**src/rtl/adder_arbiter.sv**
```systemverilog
// Round-robin arbiter sharing one W-bit adder among NREQ requesters, with a
// single-slot registered response. Optional counters under ADDER_ARB_STATS_EN.
module adder_arbiter #(
  parameter int NREQ = 4,
  parameter int W    = 8,
  localparam int IDW = (NREQ > 1) ? $clog2(NREQ) : 1
) (
  input  logic              clk,
  input  logic              rst,
  input  logic [NREQ-1:0]   req_valid,
  output logic [NREQ-1:0]   req_ready,
  input  logic [NREQ*W-1:0] req_x,
  input  logic [NREQ*W-1:0] req_y,
  input  logic [NREQ-1:0]   req_cin,
  output logic              rsp_valid,
  input  logic              rsp_ready,
  output logic [IDW-1:0]    rsp_id,
  output logic [W:0]        rsp_sum,
  output logic              rsp_zero,
  output logic              busy
`ifdef ADDER_ARB_STATS_EN
  ,
  input  logic              stat_clr,
  output logic [15:0]       stat_grants,
  output logic [15:0]       stat_stalls
`endif
);

  logic           rsp_valid_q, rsp_valid_d;
  logic [W:0]     rsp_sum_q, rsp_sum_d;
  logic           rsp_zero_q, rsp_zero_d;
  logic [IDW-1:0] rsp_id_q, rsp_id_d;
  logic [IDW-1:0] ptr_q, ptr_d;

  logic           can_issue;
  logic           grant_found;
  logic           handshake;
  logic [IDW-1:0] grant_idx;
  logic [IDW-1:0] cand_idx;
  logic [W-1:0]   grant_x;
  logic [W-1:0]   grant_y;
  logic           grant_cin;
  logic [W:0]     grant_sum;

  assign can_issue = !rsp_valid_q || rsp_ready;

  // Search starts at ptr and wraps; the first valid requester wins.
  always_comb begin
    grant_found = 1'b0;
    grant_idx   = '0;
    cand_idx    = '0;
    for (int i = 0; i < NREQ; i++) begin
      cand_idx = IDW'((32'(ptr_q) + 32'(i)) % 32'(NREQ));
      if (!grant_found && req_valid[cand_idx]) begin
        grant_found = 1'b1;
        grant_idx   = cand_idx;
      end
    end
  end

  assign handshake = !rst && can_issue && grant_found;

  always_comb begin
    req_ready = '0;
    if (handshake) req_ready[grant_idx] = 1'b1;
  end

  always_comb begin
    grant_x   = '0;
    grant_y   = '0;
    grant_cin = 1'b0;
    for (int i = 0; i < NREQ; i++) begin
      if (grant_idx == IDW'(i)) begin
        grant_x   = req_x[i*W +: W];
        grant_y   = req_y[i*W +: W];
        grant_cin = req_cin[i];
      end
    end
  end

  assign grant_sum = {1'b0, grant_x} + {1'b0, grant_y} + {{W{1'b0}}, grant_cin};

  always_comb begin
    rsp_valid_d = rsp_valid_q;
    rsp_sum_d   = rsp_sum_q;
    rsp_zero_d  = rsp_zero_q;
    rsp_id_d    = rsp_id_q;
    ptr_d       = ptr_q;
    if (handshake) begin
      rsp_valid_d = 1'b1;
      rsp_sum_d   = grant_sum;
      rsp_zero_d  = (grant_sum == '0);
      rsp_id_d    = grant_idx;
      ptr_d       = (grant_idx == IDW'(NREQ - 1)) ? '0 : grant_idx + 1'b1;
    end else if (rsp_valid_q && rsp_ready) begin
      rsp_valid_d = 1'b0;
    end
  end

  always_ff @(posedge clk) begin
    if (rst) begin
      rsp_valid_q <= 1'b0;
      rsp_sum_q   <= '0;
      rsp_zero_q  <= 1'b0;
      rsp_id_q    <= '0;
      ptr_q       <= '0;
    end else begin
      rsp_valid_q <= rsp_valid_d;
      rsp_sum_q   <= rsp_sum_d;
      rsp_zero_q  <= rsp_zero_d;
      rsp_id_q    <= rsp_id_d;
      ptr_q       <= ptr_d;
    end
  end

  assign rsp_valid = rsp_valid_q;
  assign rsp_sum   = rsp_sum_q;
  assign rsp_zero  = rsp_zero_q;
  assign rsp_id    = rsp_id_q;
  assign busy      = rsp_valid_q || (|req_valid);

`ifdef ADDER_ARB_STATS_EN
  logic [15:0] stat_grants_q, stat_grants_d;
  logic [15:0] stat_stalls_q, stat_stalls_d;

  // Clear wins over increment; both counters stick at all-ones.
  always_comb begin
    stat_grants_d = stat_grants_q;
    stat_stalls_d = stat_stalls_q;
    if (stat_clr) begin
      stat_grants_d = '0;
      stat_stalls_d = '0;
    end else begin
      if (handshake && !(&stat_grants_q))
        stat_grants_d = stat_grants_q + 16'd1;
      if (rsp_valid_q && !rsp_ready && !(&stat_stalls_q))
        stat_stalls_d = stat_stalls_q + 16'd1;
    end
  end

  always_ff @(posedge clk) begin
    if (rst) begin
      stat_grants_q <= '0;
      stat_stalls_q <= '0;
    end else begin
      stat_grants_q <= stat_grants_d;
      stat_stalls_q <= stat_stalls_d;
    end
  end

  assign stat_grants = stat_grants_q;
  assign stat_stalls = stat_stalls_q;
`endif

endmodule

```
**config.mk**
```make
export PLATFORM = sky130hd
export DESIGN_NAME = adder_arbiter
export DESIGN_NICKNAME = d
export VERILOG_FILES = /design/src/rtl/adder_arbiter.sv
export SDC_FILE = /design/constraint.sdc
export NUM_CORES = 1
export LEC_CHECK = 0
export ABC_CLOCK_PERIOD_IN_PS = 5090
export BUFFER_PORTS_ARGS = -buffer_cell sky130_fd_sc_hd__buf_2
export CORE_MARGIN = 4
export CORE_UTILIZATION = 44
export CTS_CLUSTER_SIZE = 28
export DETAILED_ROUTE_END_ITERATION = 16
export GPL_ROUTABILITY_DRIVEN = 1
export PLACE_DENSITY = 0.92
export SYNTH_ARGS = -nofsm -noshare
export SYNTH_HDL_FRONTEND = slang
export SYNTH_SLANG_ARGS = --single-unit
```
**constraint.sdc**
```tcl
create_clock -name clk -period 5.09 [get_ports clk]
set_clock_uncertainty 0.05 [all_clocks]
set_input_delay 0.509 -clock clk [delete_from_list [all_inputs] [get_ports clk]]
set_output_delay 0.509 -clock clk [all_outputs]
set_load 0.005 [all_outputs]
```
==> results.sh <==
export IMPL_status="completed"
export IMPL_r2r_end="rsp_zero"
export IMPL_setup_violations=0
export IMPL_synth_area_leaders="dfxtp_1 (19%), ha_1 (8.8%), a21oi_1 (8.0%)"
export IMPL_hold_path_class="flip-flop to flip-flop"
export IMPL_cts_tree="done"
export IMPL_synth_nets=309
export IMPL_synthDistinctLibCells=44
export IMPL_routabilityCongestion=0.860
export IMPL_yosysSeqAreaShare=0.193
export IMPL_synth_avg_cell_area_sq_um=7.04
export IMPL_min_to="rsp_sum[2]"
export IMPL_synth_seq_cells=15
export IMPL_cts_root_buf="clkbuf_4"
export IMPL_final_seq_area_sq_um=300
export IMPL_slowest_delay_ps=820
export IMPL_syn_area_sq_um=1560
export IMPL_ys_top_cells_by_count="a21oi_1 (25), nor2_1 (21), nand2_1 (20), dfxtp_1 (15), o21ai_1 (14)"
export IMPL_yosys_area_top_type="dfxtp_1"
export IMPL_drive_above_1_share=0.345
export IMPL_cts_buffer_depth=2
export IMPL_powerDensity_nw_per_um2=391
export IMPL_drtPass1Iterations=4
export IMPL_initial_utilization=0.463
export IMPL_hold_violations=0
export IMPL_rsz0062_at_grt="false"
export IMPL_required_ps=5230
export IMPL_worst_slew_pin_slew_ps=1040
export IMPL_grt_max_degree=28
export IMPL_area_growth_pct=32.4
export IMPL_slowest_stage="nor2b_1"
export IMPL_leakagePower_nw=0.996
export IMPL_clk_pin_slew_ps=80
export IMPL_postCtsHoldBufs=0
export IMPL_die_w_microns=67.5
export IMPL_r2r_start="ptr_q[1]"
export IMPL_clk_latency_ps=280
export IMPL_die_h_microns=67.5
export IMPL_path_cells="buf_2, nor4_1, nor4_1, inv_1, ha_1, nor2b_1, a221oi_1, nor3_1, a21oi_1, fa_1, fa_1, nor2b_1, o31a_1, a21o_1, nand4_1, o41ai_2"
export IMPL_io_buffers=92
export IMPL_cts_buffers=3
export IMPL_rows=21
export IMPL_viasPerCell=5.31
export IMPL_multi_input_area_sq_um=1170
export IMPL_crit_path_end_kind="flip-flop"
export IMPL_ir_drop_v=0.000203
export IMPL_maxSlewViolCount=0
export IMPL_grt_total_usage=0.180
export IMPL_drt_iter0_drc=76
export IMPL_post_cts_setup_buffers=0
export IMPL_period_minus_slack_ps=4510
export IMPL_nFillCells=330
export IMPL_yosysTopAreaCellShare=0.193
export IMPL_grt_ovfl_total=0
export IMPL_grt_pass1_vias=1642
export IMPL_timing_hold_ws_ps=401
export IMPL_timing_max_cap_violations=0
export IMPL_cts_max_level=1
export IMPL_die_area_sq_um=4550
export IMPL_io_pins=93
export IMPL_cp_start_kind="input port"
export IMPL_synth_most_common_cell="a21oi_1"
export IMPL_synth_ff_type="dfxtp_1"
export IMPL_postSynthCellCount=221
export IMPL_antenna_found_initial=0
export IMPL_yosysWarnings=0
export IMPL_grt_pass1_wl_mm=6.58
export IMPL_hpwl_mm=3.58
export IMPL_timing_worst_setup_path_type="input port to flip-flop"
export IMPL_diodes=0
export IMPL_async_flop_share=0
export IMPL_whs_path_depth=2
export IMPL_routed_wl_mm=4.30
export IMPL_synth_edf_count=0
export IMPL_cp_max_fo=16
export IMPL_r2r_worst_path_cells=15
export IMPL_nets=393
export IMPL_hold_path_startpoint="rsp_sum[2]"
export IMPL_fmax_mhz=222
export IMPL_ant_nets=0
export IMPL_avgRoutedWirePerCell_microns=12.3
export IMPL_arrival_ps=4650
export IMPL_relSlewSlack=0.307
export IMPL_vias=1857
export IMPL_clkSinkCount=15
export IMPL_finalSetupTns_ps=0
export IMPL_r2r_slack_ps=620
export IMPL_cts_resized=0
export IMPL_fp_coreArea_sq_um=3360
export IMPL_drc_errors=0
export IMPL_fin_crit_sh=0.887
critical path, delay by kind of cell:
kind | cells | cell delay (ps)
AO/OA/AOI/OAI | 5 | 930
adder cells (fa/ha/maj) | 3 | 1030
buffers and inverters | 2 | 240
AND/OR/NAND/NOR | 6 | 1940
worst max-delay path by stage:
stage,start,to,depth (start not counted),slack (ps)
after global placement,req_valid[2],rsp_zero,16,520
final,req_valid[2],rsp_zero,16,580
after CTS,req_valid[2],rsp_zero,16,580
after floorplan,req_valid[1],rsp_zero,18,1020
after global routing,req_valid[2],rsp_zero,16,270
after detailed placement,req_valid[2],rsp_zero,16,340
metrics by stage:
stage                     area (sq um)  setup slack (ps)  power (W)  utilization  cells
after floorplan                   1560              1020   0.000601            -    221
after global placement            2030               520   0.000730        0.605    346
after detailed placement          2030               336   0.000742        0.605    346
after CTS                         2060               581   0.000812        0.613    350
after global routing              2060               270   0.000890        0.613    350
final                             2060               575   0.000806        0.613    350
registers in the layout, summed over array words and instances, names as in the netlist:
signal / cells
rsp_id: 2
rsp_zero: 1
rsp_valid: 1
ptr_q: 2
rsp_sum: 9
metal layers:
layer	vias up	track usage	wire length [microns]
li1	977	-	-
met1	841	0.198	1830
met2	37	0.362	2270
met3	2	0.0349	184
met4	0	0.0152	13
met5	-	0	0
cell type report:
| type | count | area share |
|---|---|---|
| tap | 46 | 0.0279 |
| multi-input combinational | 183 | 0.566 |
| timing repair buffer | 95 | 0.234 |
| clock buffer | 4 | 0.0128 |
| sequential | 15 | 0.146 |
| inverter | 7 | 0.0128 |
cell families after synthesis:
| logic type | count (synthesis) | synth area share |
|---|---|---|
| compound gates | 84 | 0.347 |
| simple gates | 81 | 0.258 |
| buf+inv | 23 | 0.0571 |
| flops | 15 | 0.193 |
| fa+ha+maj | 13 | 0.114 |
| xor+xnor | 3 | 0.0169 |
| mux | 2 | 0.0137 |
placed cells by master, fill, tap and decap left out, types with 3 or more instances in the layout:
cell / n
buf_2: 92
nand2b_1: 3
a31o_1: 3
and2_1: 4
nor3_1: 5
a21oi_1: 25
inv_1: 6
nand2_1: 20
nor4_1: 5
o21ai_0: 8
a22oi_1: 12
clkbuf_4: 3
o21ai_1: 14
nor2_1: 21
buf_4: 3
a221oi_1: 4
nand3_1: 5
ha_1: 11
nor2b_1: 8
or4_1: 3
a211oi_1: 4
o21a_1: 4
dfxtp_1: 15
where the power goes:
| group | leakage, nW | internal, W | total [W] | switching, W |
|---|---|---|---|---|
| registers | 0.124 | 0.000149 | 0.000165 | 0.0000165 |
| logic | 0.857 | 0.000263 | 0.000575 | 0.000312 |
| clock network | 0.0150 | 0.0000304 | 0.0000660 | 0.0000356 |
(Power assumes the default switching activity.)
